File: config.mk
export PLATFORM = sky130hd
export DESIGN_NAME = uart_tx_fifo
export DESIGN_NICKNAME = d
export VERILOG_FILES = /design/src/rtl/uart_tx_fifo.sv
export SDC_FILE = /design/constraint.sdc
export NUM_CORES = 1
export LEC_CHECK = 0
export CAP_MARGIN = 40
export CORE_ASPECT_RATIO = 0.5
export CORE_UTILIZATION = 25
export DETAILED_ROUTE_END_ITERATION = 10
export GPL_ROUTABILITY_DRIVEN = 0
export SLEW_MARGIN = 40
export SYNTH_ARGS = -nofsm -noshare
export SYNTH_HDL_FRONTEND = slang
export SYNTH_SLANG_ARGS = --single-unit
File: constraint.sdc
create_clock -name clk -period 5.25 [get_ports clk]
set_input_delay 1.05 -clock clk [delete_from_list [all_inputs] [get_ports clk]]
set_output_delay 1.05 -clock clk [all_outputs]
set_load 0.02 [all_outputs]
File: src/rtl/uart_tx_fifo.sv
// UART transmitter with programmable bit period, optional parity, 1/2 stop bits
// and an input FIFO that lets a producer queue words for back-to-back frames.
module uart_tx_fifo #(
  parameter int DATA_WIDTH   = 8,
  parameter int CLKS_PER_BIT = 16,
  parameter int PARITY       = 0,
  parameter int STOP_BITS    = 1,
  parameter int FIFO_DEPTH   = 4
) (
  input  logic                               clk,
  input  logic                               reset,
  input  logic [DATA_WIDTH-1:0]              din,
  input  logic                               en,
  output logic                               ready,
  output logic                               ser_out,
  output logic                               busy,
  output logic [$clog2(FIFO_DEPTH+1)-1:0]    fifo_count
);

  localparam int CW = $clog2(FIFO_DEPTH + 1);
  localparam int PW = $clog2(FIFO_DEPTH);
  localparam int TW = (CLKS_PER_BIT > 1) ? $clog2(CLKS_PER_BIT) : 1;
  localparam int BW = $clog2(DATA_WIDTH + 1);

  localparam logic [TW-1:0] T_LAST = TW'(CLKS_PER_BIT - 1);
  localparam logic [BW-1:0] D_LAST = BW'(DATA_WIDTH - 1);
  localparam logic [BW-1:0] S_LAST = BW'(STOP_BITS - 1);
  localparam logic [CW-1:0] FULL   = CW'(FIFO_DEPTH);

  // state    | meaning
  // S_IDLE   | line high, waiting for a queued word
  // S_START  | start bit (low)
  // S_DATA   | data bits, LSB first
  // S_PARITY | parity bit (only when PARITY != 0)
  // S_STOP   | stop bit(s), high
  typedef enum logic [2:0] {
    S_IDLE,
    S_START,
    S_DATA,
    S_PARITY,
    S_STOP
  } state_t;

  logic [DATA_WIDTH-1:0] mem [FIFO_DEPTH];
  logic [PW-1:0]         wr_ptr;
  logic [PW-1:0]         rd_ptr;
  logic [DATA_WIDTH-1:0] head;
  logic                  head_par;
  logic                  push;
  logic                  pop;
  logic                  fifo_empty;
  logic                  bit_end;
  logic                  frame_end;

  state_t                state;
  logic [TW-1:0]         timer;
  logic [BW-1:0]         bit_idx;
  logic [DATA_WIDTH-1:0] shreg;
  logic                  par_bit;

  // ready comes from the registered count only, so a same-edge pop never frees a slot
  assign ready      = (fifo_count != FULL);
  assign fifo_empty = (fifo_count == '0);
  assign push       = en && ready;
  assign head       = mem[rd_ptr];
  assign head_par   = (PARITY == 1) ? ~(^head) : (^head);

  assign bit_end    = (timer == T_LAST);
  assign frame_end  = (state == S_STOP) && bit_end && (bit_idx == S_LAST);
  assign pop        = !fifo_empty && ((state == S_IDLE) || frame_end);

  always_ff @(posedge clk) begin
    if (push) begin
      mem[wr_ptr] <= din;
    end
  end

  always_ff @(posedge clk or posedge reset) begin
    if (reset) begin
      wr_ptr     <= '0;
      rd_ptr     <= '0;
      fifo_count <= '0;
    end else begin
      if (push) begin
        wr_ptr <= wr_ptr + PW'(1);
      end
      if (pop) begin
        rd_ptr <= rd_ptr + PW'(1);
      end
      case ({push, pop})
        2'b10:   fifo_count <= fifo_count + CW'(1);
        2'b01:   fifo_count <= fifo_count - CW'(1);
        default: fifo_count <= fifo_count;
      endcase
    end
  end

  always_ff @(posedge clk or posedge reset) begin
    if (reset) begin
      state   <= S_IDLE;
      timer   <= '0;
      bit_idx <= '0;
      shreg   <= '0;
      par_bit <= 1'b0;
      ser_out <= 1'b1;
      busy    <= 1'b0;
    end else begin
      case (state)
        S_IDLE: begin
          timer   <= '0;
          bit_idx <= '0;
          ser_out <= 1'b1;
          busy    <= 1'b0;
          if (pop) begin
            shreg   <= head;
            par_bit <= head_par;
            ser_out <= 1'b0;
            busy    <= 1'b1;
            state   <= S_START;
          end
        end

        S_START: begin
          if (bit_end) begin
            timer   <= '0;
            bit_idx <= '0;
            ser_out <= shreg[0];
            shreg   <= shreg >> 1;
            state   <= S_DATA;
          end else begin
            timer <= timer + TW'(1);
          end
        end

        S_DATA: begin
          if (bit_end) begin
            timer <= '0;
            if (bit_idx == D_LAST) begin
              bit_idx <= '0;
              if (PARITY != 0) begin
                ser_out <= par_bit;
                state   <= S_PARITY;
              end else begin
                ser_out <= 1'b1;
                state   <= S_STOP;
              end
            end else begin
              bit_idx <= bit_idx + BW'(1);
              ser_out <= shreg[0];
              shreg   <= shreg >> 1;
            end
          end else begin
            timer <= timer + TW'(1);
          end
        end

        S_PARITY: begin
          if (bit_end) begin
            timer   <= '0;
            bit_idx <= '0;
            ser_out <= 1'b1;
            state   <= S_STOP;
          end else begin
            timer <= timer + TW'(1);
          end
        end

        S_STOP: begin
          if (bit_end) begin
            timer <= '0;
            if (bit_idx == S_LAST) begin
              bit_idx <= '0;
              // a queued word starts its start bit on this very edge, no idle gap
              if (pop) begin
                shreg   <= head;
                par_bit <= head_par;
                ser_out <= 1'b0;
                state   <= S_START;
              end else begin
                ser_out <= 1'b1;
                busy    <= 1'b0;
                state   <= S_IDLE;
              end
            end else begin
              bit_idx <= bit_idx + BW'(1);
            end
          end else begin
            timer <= timer + TW'(1);
          end
        end

        default: begin
          timer   <= '0;
          bit_idx <= '0;
          ser_out <= 1'b1;
          busy    <= 1'b0;
          state   <= S_IDLE;
        end
      endcase
    end
  end

endmodule

# Word level (Yosys, flattened, before mapping)
# Memory sizes are Yosys's and may differ from the RTL's.
# Index checks and enable logic that the tools add are counted.
# classes
n_addsub	6
bitwise_logic	1
eq_ne	19
mux	40
n_reduce_logical	19
# ops
cell	n
$mux 8	6
$pmux 8 s4	1
$mux 4	7
$mux 3	7
$ne 2x2->1 const B	8
$pmux 3 s5	1
$mux 1	14
$pmux 4 s3	1
$add 4x1->4 const B	2
$reduce_and 7->1	1
$eq 3x2->1 const B	2
$logic_not 3->1	2
$pmux 3 s2	1
$reduce_and 6->1	1
$pmux 1 s5	1
$reduce_and 5->1	1
$add 2x1->2 const B	2
$eq 4x3->1 const B	1
$eq 4x4->1 const B	1
$logic_and 1x1->1	4
$logic_not 4->1	1
$ne 2x1->1 const B	2
$reduce_and 4->1	1
$reduce_bool 4->1	1
other kinds (16)	16
# word_totals
regBits	28
mem_bits_rw	32
out_inout_bits	6
word_cells	95
mem_count	1
# mem_list
name	depth	width	read_ports	rd_ports_with_merged_regs	write_ports	line	rtl
mem	4	8	1	0	1	44	logic [DATA_WIDTH-1:0] mem [FIFO_DEPTH];

# Longest topological paths before layout
# logic_depth
ltp_word	9
ltp_mapped	11
ltp_nobuf	11

# Least setup slack after synthesis
# Ideal clock, no wire load.
# synth_timing
kind	register -> register
start	reg timer[0]
end	reg fifo_count[2]
slack_ns	2.687
path_stages_with_launch	11
required_time_ns	5.170
arrival_time_ns	2.484
n_path_buf	0
cell_sequence	dfrtp_1 > ha_1 > nand3_2 > or4_4 > a21oi_1 > ha_1 > inv_1 > fa_1 > xor2_1 > nor2_1 > xor2_1
# synth_between
elab_chain_cells	7
elab_cells_between_ends	9
# synth_lines
item	line	rtl
start: declaration	56	logic [TW-1:0] timer;
start signal: assignment	131	timer <= timer + TW'(1);
start signal: assignment	153	timer <= timer + TW'(1);
start signal: assignment	164	timer <= timer + TW'(1);
$eq 4x4->1 (*)	68	assign bit_end = (timer == T_LAST);
$logic_and 1x1->1 (*) (2 in a row)	69	assign frame_end = (state == S_STOP) && bit_end && (bit_idx == S_LAST);
$logic_or 1x1->1 (*)	70	assign pop = !fifo_empty && ((state == S_IDLE) || frame_end);
$logic_and 1x1->1 (*)	70	
$eq 2x1->1 or $eq 2x2->1 (tied branches)	90	case ({push, pop})
$pmux 3 s2 or $reduce_bool 2->1 (tied branches)	--	
end signal: assignment	91	2'b10: fifo_count <= fifo_count + CW'(1);
end signal: assignment	92	2'b01: fifo_count <= fifo_count - CW'(1);
end signal: assignment	93	default: fifo_count <= fifo_count;
end: declaration	17	output logic [$clog2(FIFO_DEPTH+1)-1:0] fifo_count
# Every way passes the cells marked *; elsewhere a longest branch is shown, timed or not.
# A chain may end at the register's enable or synchronous reset.

# Worst setup path in the final report
# Ends and elaborated chain as after synthesis.

==> results by group <==
Status
  • Status: finished, final reports clean

Detailed routing
  • Drt wl/cell: 13.4 µm
  • # DRC: 0
  • Via count: 1610
  • Final wirelength: around 4.8 mm
  • DR pass1 iterations: 4
  • Initial DRC count: 67
  • DRT antenna net count: 0
  • DR vias/cell: 4.47

Flow run
  • Max Cap Viol: 0

Clock network
  • Hold_buf cts: 0
  • CTS root buf: clkbuf_16
  • Clock Latency Late Sink: ~0.32 ns
  • Post-CTS Setup Inserts: 0
  • Post-CTS resize count: 0
  • Clock tree buffer depth: 2
  • Clock-pin slew on the worst setup and hold paths: ~0.05 ns
  • CTS Sinks: 60
  • CTS buffer count: 9
  • CTS tree: done
  • H-tree depth: 3

Die
  • Die ar.: 11400 µm²
  • Initial Util: 0.263
  • IO Count: 17
  • Die Width: 150 µm
  • Die height: ~76 µm
  • Num rows: 26
  • Core area: between 10000 and 15000 µm²

Synthesis
  • Seq cells post-synth: 60
  • Syn avg cell area: between 10 and 15 µm²
  • Synth Instances: between 150 and 200
  • Synth unique cells: 40
  • Async SR Flop Fraction: 0.467
  • Post-Syn Nets: about 210
  • Number of synthesis warnings: 0
  • Post-synth EDFFs: 32
  • Ys flop type: edfxtp_1
  • Cell area after synthesis: 2730 µm²
  • Seq/Total Area, Yosys: 0.609

Layout
  • Fin nets: 235
  • Share of layout cells above drive strength 1: 0.218
  • Area occupied by multi-input gates: 1010 µm²
  • Area Growth Syn to Fin: 22.4%
  • Diode count: 0
  • Seq. cell area: 1660 µm²
  • Design Area, Final: 3350 µm²
  • Fillcell total: 993

Placed design
  • Placement Cell Area: 3050 µm²
  • Placed wire-length estimate: about 3.3 mm
  • IO Port Bufs: 16

GRT
  • First-pass GRT wire length: between 7 and 8 mm
  • Largest net degree at the start of global routing: 29
  • Overall Global Routing Usage: 0.0948
  • Grt total ovfl: 0
  • Vias in the first global route: 1595
  • Initial antenna violation count: 0

Timing
  • Setup tns final: 0 ns
  • Clock period minus worst slack: between 2 and 3 ns
  • Final Slew Violations: 0
  • Fin crit share: 0.540
  • Clock skew: 0.00380 ns
  • Final setup fails: 0
  • FMAX: 0.353 GHz
  • Final Hold Fails: 0
  • Unrepaired setup endpoints after global routing: false
  • Final hold slack: 0.492 ns
  • Least-Margin Pin Slew: 0.715 ns
  • Slew headroom: 0.520

Hold path
  • Min-delay worst type: flop to flop
  • Worst hold path depth: 1

Critical path
  • Required @ worst endpoint: 5.50 ns
  • Critical path capture point type: flop
  • R2r setup slk: 2.42 ns
  • Path depth of the worst reg2reg path: 10
  • Crit path arrival time: 3.08 ns
  • Crit Path Category: flop to flop
  • Critical Path Start Type: flop
  • Crit-path max FO: 6

Power
  • Maximum vdd drop: 0.209 mV
  • Power density over cell area: 578 nW/µm²
  • Leakage: 1.28 nW
## power by group
group	internal, W	switching [W]	total, W	leakage [nW]
sequential	0.000642	0.000115	0.000757	0.642
combinational	0.000325	0.000281	0.000606	0.512
clock	0.000366	0.000204	0.000569	0.131
## area by class of cell
type,count,share of cell area
Sequential cell,60,0.497
Clock inverter,6,0.0194
Multi-Input combinational cell,116,0.301
Inverter,12,0.0135
Timing Repair Buffer,16,0.0479
Tap cell,140,0.0524
Clock buffer,10,0.0684
## synthesized netlist by cell type, drive strengths merged (4+ instances only)
cell	n	area, µm²
a21oi	5	25.0
edfxtp	32	961
clkbuf	4	15.0
or2	4	25.0
nand2	11	41.3
xnor2	4	35.0
inv	12	45.0
nor2	10	37.5
o21ai	7	35.0
dfrtp	27	676
mux2	18	203
ha	8	100
mux4	8	180
and3	5	31.3
## final timing paths
kind                            startpoint            end
worst max-delay path              timer[0]  fifo_count[2]
worst min-delay path              shreg[7]       shreg[7]
worst max register to register    timer[0]  fifo_count[2]
worst min register to register    shreg[7]       shreg[7]
max in group asynchronous            reset       timer[2]
min in group asynchronous            reset      wr_ptr[0]
## critical path, stage by stage, from the launching register on
cell     delay (ns)
dfrtp_1        0.39
ha_1           0.26
nand3_2        0.16
or4_4          0.48
a21oi_1        0.37
ha_1           0.26
inv_1          0.06
fa_1           0.37
xor2_1         0.15
nor2_1         0.11
xor2_1         0.15
## layer usage
metal,wire [µm],global-route usage
met3,180,0.0428
met4,78,0.0455
met5,0,0
met1,2150,0.100
met2,2420,0.160
## cells by family after synthesis
family / Yosys count / share of synthesized area
xor gates and xnor gates: 7 / 0.0224
AOI/OAI and AO/OA: 28 / 0.0728
muxes: 26 / 0.140
DFF: 60 / 0.609
adders and majority gates: 9 / 0.0440
and+or+nand+nor: 46 / 0.0884
buffers and inverters: 17 / 0.0238
## flip-flops by register name (all words and copies together) (netlist names)
signal / count
shreg: 8
mem: 32
bit_idx: 4
busy: 1
fifo_count: 3
wr_ptr: 2
state: 3
ser_out: 1
rd_ptr: 2
timer: 4
## placed cells by master, fill, tap and decap left out, types with 4 or more instances in the layout
| master | netlist | layout |
|---|---|---|
| ha_1 | 8 | 8 |
| nor2_1 | 10 | 10 |
| mux4_2 | 8 | 8 |
| a21oi_1 | 5 | 4 |
| dfrtp_1 | 27 | 27 |
| clkbuf_16 | 0 | 9 |
| o21ai_0 | 7 | 7 |
| xnor2_1 | 4 | 4 |
| nand2_1 | 11 | 11 |
| edfxtp_1 | 32 | 32 |
| and3_1 | 5 | 5 |
| or2_2 | 4 | 4 |
| inv_1 | 12 | 11 |
| mux2_2 | 15 | 15 |
| clkdlybuf4s50_1 | 0 | 16 |
| clkinvlp_4 | 0 | 4 |
## metrics by stage
step | setup slack (ns) | instances | power, W | util
5_1_grt | 2.22 | 360 | 0.00205 | 0.321
3_3_place_gp | 2.52 | 344 | 0.00134 | 0.293
4_1_cts | 2.41 | 360 | 0.00196 | 0.321
3_5_place_dp | 2.45 | 344 | 0.00138 | 0.293
6_report | 2.42 | 360 | 0.00193 | 0.321
2_1_floorplan | 2.69 | 193 | 0.00120 | -
(Power assumes the default switching activity.)
